$ cat config.mk
export PLATFORM = sky130hd
export DESIGN_NAME = fft_bfly_r2_pipe
export DESIGN_NICKNAME = d
export VERILOG_FILES = /design/src/rtl/fft_pkg.sv /design/src/rtl/fft_twiddle_rom.sv /design/src/rtl/fft_bfly_r2_pipe.sv
export SDC_FILE = /design/constraint.sdc
export NUM_CORES = 1
export LEC_CHECK = 0
export CAP_MARGIN = 20
export CORE_ASPECT_RATIO = 1.2
export CORE_UTILIZATION = 30
export CTS_BUF_LIST = sky130_fd_sc_hd__clkbuf_4
export CTS_CLUSTER_DIAMETER = 120
export DETAILED_ROUTE_END_ITERATION = 12
export PLACE_DENSITY = 0.47
export SYNTH_ARGS = -nofsm -noshare
export SYNTH_HDL_FRONTEND = slang
export SYNTH_HIERARCHICAL = 1
export SYNTH_SLANG_ARGS = --single-unit
$ cat constraint.sdc
create_clock -name clock_c -period 17.3 [get_ports clock_c]
set_clock_uncertainty 0.1 [all_clocks]
set_input_delay 1.73 -clock clock_c [delete_from_list [all_inputs] [get_ports clock_c]]
set_output_delay 1.73 -clock clock_c [all_outputs]
set_load 0.01 [all_outputs]
$ cat src/rtl/fft_pkg.sv
// Shared arithmetic helpers and twiddle generation for the streaming FFT.
// Kept width-agnostic so every stage can reuse them with its own parameters.
package fft_pkg;

  typedef struct packed {
    int re;
    int im;
  } cplx_int_t;

  function automatic int sat_to(input int v, input int w);
    int mx;
    int mn;
    mx = (1 <<< (w - 1)) - 1;
    mn = -mx - 1;
    if (v > mx) return mx;
    if (v < mn) return mn;
    return v;
  endfunction

  function automatic int rshift_rnd(
    input int v,
    input int sh,
    input bit rnd
  );
    int bias;
    bias = rnd ? (1 <<< (sh - 1)) : 0;
    return (v + bias) >>> sh;
  endfunction

  // {re, im} as two 32-bit fields, each clipped to the twiddle range
  function automatic logic [63:0] twiddle_entry(
    input int k,
    input int n,
    input int tw_w
  );
    real pi_v;
    real ang;
    real sc;
    int  c;
    int  s;
    int  mx;
    int  mn;
    pi_v = 3.14159265358979323846;
    ang  = 2.0 * pi_v * real'(k) / real'(n);
    sc   = real'(1 <<< (tw_w - 1));
    c    = int'(sc * $cos(ang));
    s    = int'(-sc * $sin(ang));
    mx   = (1 <<< (tw_w - 1)) - 1;
    mn   = -mx - 1;
    if (c > mx) c = mx;
    if (c < mn) c = mn;
    if (s > mx) s = mx;
    if (s < mn) s = mn;
    return {c, s};
  endfunction

endpackage

$ cat src/rtl/fft_twiddle_rom.sv
// Registered twiddle ROM: W^k = exp(-j*2*pi*k/N), filled at elaboration.
// Read advances only with the pipeline enable so it stays aligned with S1.
module fft_twiddle_rom
  import fft_pkg::*;
#(
  parameter int TW_W      = 8,
  parameter int TW_ADDR_W = 3
) (
  input  logic                   clock_c,
  input  logic                   reset_n,
  input  logic                   en,
  input  logic [TW_ADDR_W-1:0]   addr,
  output logic signed [TW_W-1:0] w_re,
  output logic signed [TW_W-1:0] w_im
);

  localparam int DEPTH = 1 << TW_ADDR_W;
  localparam int N     = 2 * DEPTH;

  logic signed [TW_W-1:0] tbl_re [DEPTH];
  logic signed [TW_W-1:0] tbl_im [DEPTH];

  for (genvar k = 0; k < DEPTH; k++) begin : g_tbl
    localparam logic [63:0] ENT = twiddle_entry(k, N, TW_W);
    assign tbl_re[k] = TW_W'(ENT[63:32]);
    assign tbl_im[k] = TW_W'(ENT[31:0]);
  end

  always_ff @(posedge clock_c or negedge reset_n) begin
    if (!reset_n) begin
      w_re <= '0;
      w_im <= '0;
    end else if (en) begin
      w_re <= tbl_re[addr];
      w_im <= tbl_im[addr];
    end
  end

endmodule

$ cat src/rtl/fft_bfly_r2_pipe.sv
// Four-stage radix-2 DIT butterfly: X = A + B*W^k, Y = A - B*W^k.
// Per-beat inverse/scale modes, saturating arithmetic, sticky overflow.
module fft_bfly_r2_pipe
  import fft_pkg::*;
#(
  parameter int DATA_W    = 8,
  parameter int TW_W      = 8,
  parameter int TW_ADDR_W = 3,
  parameter int ROUND     = 1
) (
  input  logic                  clock_c,
  input  logic                  reset_n,
  input  logic                  in_valid,
  output logic                  in_ready,
  input  logic [2*DATA_W-1:0]   in_a,
  input  logic [2*DATA_W-1:0]   in_b,
  input  logic [TW_ADDR_W-1:0]  in_tw_idx,
  input  logic                  in_inv,
  input  logic                  in_scale,
  output logic                  out_valid,
  input  logic                  out_ready,
  output logic [2*DATA_W-1:0]   out_x,
  output logic [2*DATA_W-1:0]   out_y,
  output logic                  ovf,
  input  logic                  ovf_clr
);

  localparam int T_W = DATA_W + 1;
  localparam bit RND = (ROUND != 0);

  typedef struct packed {
    logic signed [DATA_W-1:0] re;
    logic signed [DATA_W-1:0] im;
  } cplx_t;

  typedef struct packed {
    logic  v;
    cplx_t a;
    cplx_t b;
    logic  inv;
    logic  scale;
  } s1_t;

  typedef struct packed {
    logic                     v;
    cplx_t                    a;
    logic signed [DATA_W-1:0] rr;
    logic signed [DATA_W-1:0] ii;
    logic signed [DATA_W-1:0] ri;
    logic signed [DATA_W-1:0] ir;
    logic                     scale;
  } s2_t;

  typedef struct packed {
    logic                  v;
    cplx_t                 a;
    logic signed [T_W-1:0] tre;
    logic signed [T_W-1:0] tim;
    logic                  scale;
  } s3_t;

  logic en;
  s1_t  s1_q;
  s2_t  s2_q;
  s2_t  s2_d;
  s3_t  s3_q;
  s3_t  s3_d;
  cplx_t x_d;
  cplx_t y_d;
  logic s2_clamp;
  logic s4_clamp;
  logic ovf_set;

  logic signed [TW_W-1:0] w_re;
  logic signed [TW_W-1:0] w_im;

  int wi_eff;
  int rr_f, ii_f, ri_f, ir_f;
  int rr_s, ii_s, ri_s, ir_s;
  int xr_f, xi_f, yr_f, yi_f;
  int xr_s, xi_s, yr_s, yi_s;
  int tre_f, tim_f;

  assign en       = !out_valid || out_ready;
  assign in_ready = en;

  fft_twiddle_rom #(
    .TW_W      (TW_W),
    .TW_ADDR_W (TW_ADDR_W)
  ) u_rom (
    .clock_c (clock_c),
    .reset_n (reset_n),
    .en      (en),
    .addr    (in_tw_idx),
    .w_re    (w_re),
    .w_im    (w_im)
  );

  // conj(W) for inverse beats; -(-2^(TW_W-1)) clips to the max
  always_comb begin
    wi_eff = int'(w_im);
    if (s1_q.inv) wi_eff = sat_to(-wi_eff, TW_W);
    rr_f = rshift_rnd(int'(s1_q.b.re) * int'(w_re), TW_W - 1, RND);
    ii_f = rshift_rnd(int'(s1_q.b.im) * wi_eff, TW_W - 1, RND);
    ri_f = rshift_rnd(int'(s1_q.b.re) * wi_eff, TW_W - 1, RND);
    ir_f = rshift_rnd(int'(s1_q.b.im) * int'(w_re), TW_W - 1, RND);
    rr_s = sat_to(rr_f, DATA_W);
    ii_s = sat_to(ii_f, DATA_W);
    ri_s = sat_to(ri_f, DATA_W);
    ir_s = sat_to(ir_f, DATA_W);
    s2_clamp = (rr_s != rr_f) || (ii_s != ii_f) ||
               (ri_s != ri_f) || (ir_s != ir_f);
    s2_d.v     = s1_q.v;
    s2_d.a     = s1_q.a;
    s2_d.rr    = DATA_W'(rr_s);
    s2_d.ii    = DATA_W'(ii_s);
    s2_d.ri    = DATA_W'(ri_s);
    s2_d.ir    = DATA_W'(ir_s);
    s2_d.scale = s1_q.scale;
  end

  always_comb begin
    tre_f      = int'(s2_q.rr) - int'(s2_q.ii);
    tim_f      = int'(s2_q.ri) + int'(s2_q.ir);
    s3_d.v     = s2_q.v;
    s3_d.a     = s2_q.a;
    s3_d.tre   = T_W'(tre_f);
    s3_d.tim   = T_W'(tim_f);
    s3_d.scale = s2_q.scale;
  end

  always_comb begin
    xr_f = int'(s3_q.a.re) + int'(s3_q.tre);
    xi_f = int'(s3_q.a.im) + int'(s3_q.tim);
    yr_f = int'(s3_q.a.re) - int'(s3_q.tre);
    yi_f = int'(s3_q.a.im) - int'(s3_q.tim);
    if (s3_q.scale) begin
      xr_f = rshift_rnd(xr_f, 1, 1'b1);
      xi_f = rshift_rnd(xi_f, 1, 1'b1);
      yr_f = rshift_rnd(yr_f, 1, 1'b1);
      yi_f = rshift_rnd(yi_f, 1, 1'b1);
    end
    xr_s = sat_to(xr_f, DATA_W);
    xi_s = sat_to(xi_f, DATA_W);
    yr_s = sat_to(yr_f, DATA_W);
    yi_s = sat_to(yi_f, DATA_W);
    s4_clamp = (xr_s != xr_f) || (xi_s != xi_f) ||
               (yr_s != yr_f) || (yi_s != yi_f);
    x_d.re = DATA_W'(xr_s);
    x_d.im = DATA_W'(xi_s);
    y_d.re = DATA_W'(yr_s);
    y_d.im = DATA_W'(yi_s);
  end

  always_ff @(posedge clock_c or negedge reset_n) begin
    if (!reset_n) begin
      s1_q      <= '0;
      s2_q      <= '0;
      s3_q      <= '0;
      out_valid <= 1'b0;
      out_x     <= '0;
      out_y     <= '0;
    end else if (en) begin
      s1_q.v     <= in_valid;
      s1_q.a     <= in_a;
      s1_q.b     <= in_b;
      s1_q.inv   <= in_inv;
      s1_q.scale <= in_scale;
      s2_q       <= s2_d;
      s3_q       <= s3_d;
      out_valid  <= s3_q.v;
      out_x      <= x_d;
      out_y      <= y_d;
    end
  end

  assign ovf_set = en && ((s1_q.v && s2_clamp) ||
                          (s3_q.v && s4_clamp));

  // a new clamp outranks a clear arriving on the same edge
  always_ff @(posedge clock_c or negedge reset_n) begin
    if (!reset_n) begin
      ovf <= 1'b0;
    end else if (ovf_set) begin
      ovf <= 1'b1;
    end else if (ovf_clr) begin
      ovf <= 1'b0;
    end
  end

endmodule
* After elaboration in Yosys (flattened, before gate mapping)
Memory sizes are Yosys's and may differ from the RTL's. A register that Yosys moved wholly into a read port is not among the register bits.
Index checks and enable logic that the tools add are counted.
** Word-level totals
- Register bits :: 155
- Memory bits (read-only) :: 128
- Input bits :: 42
- Output and inout bits :: 35
- Logic and storage cells :: 160
- Memories kept :: 2
** Memory list
- (no name shown) :: depth 8, width 8, read ports 1, clocked after Yosys merged registers in 1, wr ports 0, RTL line fft_twiddle_rom.sv:35 : w_im <= tbl_im[addr];
- (no name shown) :: depth 8, width 8, read ports 1, clocked after Yosys merged registers in 1, wr ports 0, RTL line fft_twiddle_rom.sv:34 : w_re <= tbl_re[addr];
** Operators by class
- Add/subtract/negate cells :: 15
- Multipliers :: 4
- $lt $le $gt $ge :: 18
- Eq/ne operators :: 8
- Multiplexer cells :: 72
- Bitwise logic cells :: 1
- Reductions and logical operators :: 15
** Operator list (count)
- 32-bit two-way mux :: 32
- 32-bit by 8-bit > comparator with 1-bit output (second input constant) :: 5
- 32-bit by 8-bit < comparator with 1-bit output (second input constant) :: 5
- 32-bit inequality test :: 4
- 32-bit by 8-bit adder with 32-bit output (second input constant) :: 2
- 8-bit by 32-bit multiplier with 32-bit output :: 2
- 32-bit by 10-bit inequality test with 1-bit output :: 2
- 32-bit by 25-bit inequality test with 1-bit output :: 2
- 7-bit two-way mux :: 9
- 25-bit by 8-bit > comparator with 1-bit output (second input constant) :: 2
- 25-bit by 8-bit < comparator with 1-bit output (second input constant) :: 2
- 10-bit by 2-bit adder with 11-bit output (second input constant) :: 4
- 16-bit by 8-bit adder with 17-bit output (second input constant) :: 2
- 8-bit by 8-bit multiplier with 16-bit output :: 2
- 8-bit negator with 32-bit output :: 1
- 1-bit two-way mux :: 31
- 8-bit by 9-bit adder with 10-bit output :: 2
- 10-bit by 8-bit > comparator with 1-bit output (second input constant) :: 2
- 10-bit by 8-bit < comparator with 1-bit output (second input constant) :: 2
- 8-bit by 9-bit subtractor with 10-bit output :: 2
- 8-bit by 8-bit adder with 9-bit output :: 1
- 8-bit by 8-bit subtractor with 9-bit output :: 1
- 1-bit logical OR :: 8
- 3-bit inverter with 4-bit output :: 1
- 3 further kinds :: 7

* Depth between registers and ports, before layout
- Depth after elaboration :: 24
- Mapped depth :: 47

* By module
The synthesis kept the hierarchy.
** Modules (own cells, without submodules)
- fft_bfly_r2_pipe :: instances 1, cells each 3516, area each 29036.6 µm², sequential area each 3878.7 µm²
- fft_twiddle_rom :: instances 1, cells each 64, area each 716.9 µm², sequential area each 325.3 µm²

* Worst setup path before layout
Ideal clock, no wire load.
- Path type :: register -> register
- From :: register u_rom.w_im[1]
- To :: register ovf
- Arrival :: 9.390 ns
- Required time :: 17.055 ns
- Slack :: 7.665 ns
- Stages on the path, launching flop included :: 44
- Path buffers :: 9
- Clock period less this slack :: 9.635 ns
- Cells stage by stage :: dfrtp_1 -> buf_4 -> nor4_2 -> and2_1 -> clkbuf_1 -> nand2_1 -> ha_1 -> nor4_1 -> nand4_1 -> or2_2 -> ha_1 -> buf_2 -> nor2b_1 -> buf_4 -> clkbuf_1 -> and2_1 -> clkbuf_1 -> nor2_1 -> [8 not listed] -> inv_1 -> ha_1 -> buf_4 -> a211oi_1 -> o211ai_1 -> a211oi_1 -> o21ai_2 -> a31oi_1 -> nor2_1 -> a211o_1 -> xnor2_1 -> nand3_1 -> ha_1 -> buf_1 -> a22oi_1 -> o2111ai_1 -> a2111oi_2 -> a41oi_1
** Between the ends
- Cells in the longest elaborated chain, start to end :: 23
** RTL lines
- from (decl) :: RTL line fft_twiddle_rom.sv:14 : output logic signed [TW_W-1:0] w_im
- 8-bit negator with 32-bit output :: RTL line fft_bfly_r2_pipe.sv:102 : if (s1_q.inv) wi_eff = sat_to(-wi_eff, TW_W);
- 32-bit by 8-bit < comparator with 1-bit output :: RTL line fft_pkg.sv:16 : if (v < mn) return mn;
- 1-bit two-way mux (2 in a row) :: RTL line fft_pkg.sv:16
- 1-bit two-way mux :: RTL line fft_bfly_r2_pipe.sv:102
- 32-bit two-way mux :: RTL line fft_pkg.sv:17 : return v;
- 32-bit two-way mux :: RTL line fft_pkg.sv:16
- 32-bit two-way mux (*) :: RTL line fft_bfly_r2_pipe.sv:102
- 8-bit by 32-bit multiplier with 32-bit output :: RTL line fft_bfly_r2_pipe.sv:104 : ii_f = rshift_rnd(int'(s1_q.b.im) * wi_eff, TW_W - 1, RND);
- [6 not listed]
- 32-bit by 25-bit inequality test with 1-bit output :: RTL line fft_bfly_r2_pipe.sv:111 : s2_clamp = (rr_s != rr_f) || (ii_s != ii_f) ||
- 1-bit logical OR :: RTL line fft_bfly_r2_pipe.sv:111
- 1-bit logical OR (*) :: RTL line fft_bfly_r2_pipe.sv:111
- 1-bit logical OR (*) :: RTL line fft_bfly_r2_pipe.sv:112 : (ri_s != ri_f) || (ir_s != ir_f);
- 1-bit logical AND (*) :: RTL line fft_bfly_r2_pipe.sv:177 : assign ovf_set = en && ((s1_q.v && s2_clamp) ||
- 1-bit logical OR (*) :: RTL line fft_bfly_r2_pipe.sv:177
- 1-bit logical AND (*) :: RTL line fft_bfly_r2_pipe.sv:177
- 1-bit two-way mux or 2-bit nonzero test (tied branches)
- to (signal assigned) :: RTL line fft_bfly_r2_pipe.sv:183 : ovf <= 1'b0;
- to (signal assigned) :: RTL line fft_bfly_r2_pipe.sv:185 : ovf <= 1'b1;
- to (signal assigned) :: RTL line fft_bfly_r2_pipe.sv:187 : ovf <= 1'b0;
- to (decl) :: RTL line fft_bfly_r2_pipe.sv:24 : output logic ovf,
Every way passes the cells marked *; elsewhere a longest branch is shown, timed or not. The select of a mux whose other input is x is not followed.
A chain may end at the register's enable or synchronous reset.

* Worst setup path in the final report
Same ends and word-level chain as after synthesis.

==> implementation parameters <==
Parameter                              Value

Detailed routing
  Average wire per standard cell    18.0 um
  DRC violations left    0
  Via count    23400
  Number of iterations in the first detailed-routing pass    8
  Total wirelength of the detailed-routed design    86800 um
  Ratio of routed vias to standard cells    4.84
  Iter 0 DRT Violations    1053
  Post-DRT Antenna Nets    0

Cells and area
  Filler cell count in the final layout    10700
  Footprint of the multi-input gates    0.0226 mm^2
  Post-layout nets    4251
  Proportion of layout cells with a drive suffix above 1    0.0341
  Area of all sequential standard cells    0.00420 mm^2
  Area growth syn-to-layout    7.56%
  Util after Layout    0.325

Clock tree
  Total of hold buffers inserted after clock tree synthesis    0
  Clock sink count    168
  Inserted Clock Buffers    17
  Bufs on Longest Clock Path    2
  Clock tree from TritonCTS    done
  Total of cells resized after clock tree synthesis    0
  Clock transition at the register clock pins on the worst setup and hold paths after CTS    0.25 ns
  Clk root buf    sky130_fd_sc_hd__clkbuf_4
  Post-CTS setup buffer count    0
  # H-tree levels    4
  Skew-Pair Late Insertion Delay    0.81 ns

Status
  Status    finished clean

Logic synthesis
  Warnings from Yosys    6
  Count of state elements after synthesis    168
  Net count of the mapped netlist    4291
  Fraction of the yosys area taken by sequential cells    0.141
  Average footprint of a synthesized cell    8.31 um^2
  Fraction of synthesis flops using an asynchronous set or reset pin    1.00
  Netlist area before placement    0.0298 mm^2
  Cells after Synth    3580
  Unique cell type count in the Yosys netlist    100
  Number of enable-type register cells in the synthesized netlist    0
  Synth Flop Type    sky130_fd_sc_hd__dfrtp_1

Setup path
  CP max stage cell    sky130_fd_sc_hd__nor2_1
  WP data required    17.91 ns
  Termination of the worst setup path    ovf
  Worst Path Buf+Inv    5
  Worst-path fanout max    20
  Startpoint type of the worst setup path    register
  Number of cells on the worst reg-to-reg path    36
  Worst setup path category    reg -> reg
  FF-to-FF End    ovf
  Nature of the critical path endpoint    register
  Timing startpoint of the critical path    u_rom/w_im[1]
  Worst R2R Setup Slack    5.97 ns
  Cell family contributing the most delay on the critical path    adder cells
  Most frequent CP cell    sky130_fd_sc_hd__ha_1
  Reg-to-reg critical path startpoint    u_rom/w_im[1]
  Largest stage delay, worst path    0.76 ns
  Logic depth of the worst setup path including buffers    36
  Arrival time worst endpoint    11.95 ns

Timing
  Unrepaired setup endpoints after global routing    no
  Maximum clock rate    88.2 MHz
  Count of pins over their slew limit    0
  Slew at the pin with the worst max-slew slack    1.14 ns
  Number of setup violations in the final report    0
  Final critical-path share of the clock period    0.655
  Worst max-slew margin expressed relative to the limit    0.243
  Hold Violations, Final    0
  Hold Slack    0.389 ns
  Aggregate negative setup slack    0 ns
  Shortest period the worst path allows    11.33 ns
  Minimum setup slack in the final design    5.97 ns

Worst hold path
  Worst Hold Class    reg -> reg

Global route
  Wire length of the first global-routing pass    138000 um
  Pin count of the biggest net entering global routing    85
  Antenna violations before repair    5
  Total congestion overflow    0
  Vias in the first global route    24500
  GRT Resource Usage Total    0.178

Place
  Worst setup timing slack at the placement stage    6.02 ns
  Post-detailed-placement half-perimeter wirelength    70100 um
  Weighted congestion at the end of routability-driven global placement    0.874
  Port Buf Inserts    76

Floorplanning
  Width of the die    289 um
  Top Ports    77
  Die height    347 um
  Starting density of the core    0.302
  Total die area    0.100 mm^2
  Area of the core region    0.0984 mm^2
  Placement Rows    126

Run
  Reported max-cap violation count    0
metrics by stage:
| step | instance area (um^2) | cells |
|---|---|---|
| after global placement | 31700 | 4801 |
| after global routing | 32000 | 4835 |
| final | 32000 | 4835 |
| after floorplan | 29800 | 3580 |
| after CTS | 32000 | 4833 |
| after detailed placement | 31700 | 4801 |
tightest hold or removal path, delay by kind of cell (launching register included):
| kind | cells | cell delay, ns |
|---|---|---|
| flip-flops | 1 | 0.38 |
| AND/OR/NAND/NOR | 2 | 0.10 |
metal layers:
layer,vias to the layer above,GRT usage,part of all wire
met4,4,0.0625,0.033
met3,110,0.0216,0.030
met5,-,0,0.00025
met1,11600,0.216,0.42
met2,402,0.320,0.51
li1,11300,-,-
cell type report:
class                      count  area share
tap                         1280      0.0500
clock buffer                  18     0.00422
timing repair buffer         109      0.0316
antenna                        2    0.000156
multi-input combinational   2637       0.706
clock inverter                14     0.00489
sequential                   168       0.131
inverter                     607      0.0714
synth_stat cells (30+ instances only):
| cell type | n | area share |
|---|---|---|
| sky130_fd_sc_hd__o21ai_0 | 96 | 0.016 |
| sky130_fd_sc_hd__a21oi_1 | 150 | 0.025 |
| sky130_fd_sc_hd__ha_1 | 245 | 0.10 |
| sky130_fd_sc_hd__nor2_1 | 331 | 0.042 |
| sky130_fd_sc_hd__xnor2_1 | 98 | 0.029 |
| sky130_fd_sc_hd__dfrtp_1 | 168 | 0.14 |
| sky130_fd_sc_hd__xor2_1 | 32 | 0.0094 |
| sky130_fd_sc_hd__nand3_1 | 35 | 0.0059 |
| sky130_fd_sc_hd__and2_1 | 158 | 0.033 |
| sky130_fd_sc_hd__clkbuf_1 | 139 | 0.018 |
| sky130_fd_sc_hd__fa_1 | 424 | 0.29 |
| sky130_fd_sc_hd__inv_1 | 601 | 0.076 |
| sky130_fd_sc_hd__nor2b_1 | 31 | 0.0065 |
| sky130_fd_sc_hd__nor3_1 | 33 | 0.0056 |
| sky130_fd_sc_hd__nand2b_1 | 45 | 0.0095 |
| sky130_fd_sc_hd__nand2_1 | 483 | 0.061 |
| sky130_fd_sc_hd__o21a_1 | 30 | 0.0076 |
| sky130_fd_sc_hd__a21o_1 | 41 | 0.010 |
cells by family (layout without fill, tap and decap cells):
| family | after synthesis | in the layout | synth area share |
|---|---|---|---|
| AOI/OAI and AO/OA | 582 | 582 | 0.132 |
| DFF | 168 | 168 | 0.141 |
| buffers and inverters | 775 | 748 | 0.0997 |
| other | 1 | 3 | 0.000126 |
| adders and majority gates | 669 | 669 | 0.388 |
| and+or+nand+nor | 1231 | 1231 | 0.190 |
| xor gates and xnor gates | 133 | 133 | 0.0407 |
| muxes | 21 | 21 | 0.00753 |
flip-flops by register name, indices dropped and copies added (netlist names), 5 cells and up:
name / flops
out_x: 16
out_y: 16
s1_q: 35
s2_q: 50
s3_q: 36
u_rom/w_im: 5
u_rom/w_re: 8
how the worst min path moves through the flow:
stage               depth (start not counted)     start  slack, ns       end
detailed placement                          2  s1_q[29]       0.36  s1_q[29]
CTS                                         2  s1_q[18]       0.40  s1_q[18]
global placement                            2  s1_q[18]       0.35  s1_q[18]
global route                                2  s2_q[35]       0.41  s2_q[35]
floorplan                                   2   s1_q[0]       0.34   s1_q[0]
finish                                      2   s1_q[0]       0.39   s1_q[0]
cells in the final DEF, fill, tap and decap left out, drive strengths merged, types with 8 or more instances in the layout:
cell	count
a211oi	18
nor2	331
ha	245
and3	21
a21o	41
mux2	8
or2	13
and2	158
clkbuf	19
nor3	35
fa	424
a211o	13
or3	15
o21ai	115
nor4	15
o21a	30
a31oi	27
nand2b	46
clkdlybuf4s50	75
a2111oi	9
a22o	11
o22ai	10
dfrtp	168
nand2	483
o211ai	29
a21oi	153
buf	33
inv	611
mux2i	13
o31ai	17
nor2b	31
a221oi	8
nand3	35
clkinv	9
o21bai	14
xor2	33
nand4	21
xnor2	100
Power is left out: the tool's default activity adds up to more than one toggle a clock period on the data nets, which glitch-free logic cannot reach.
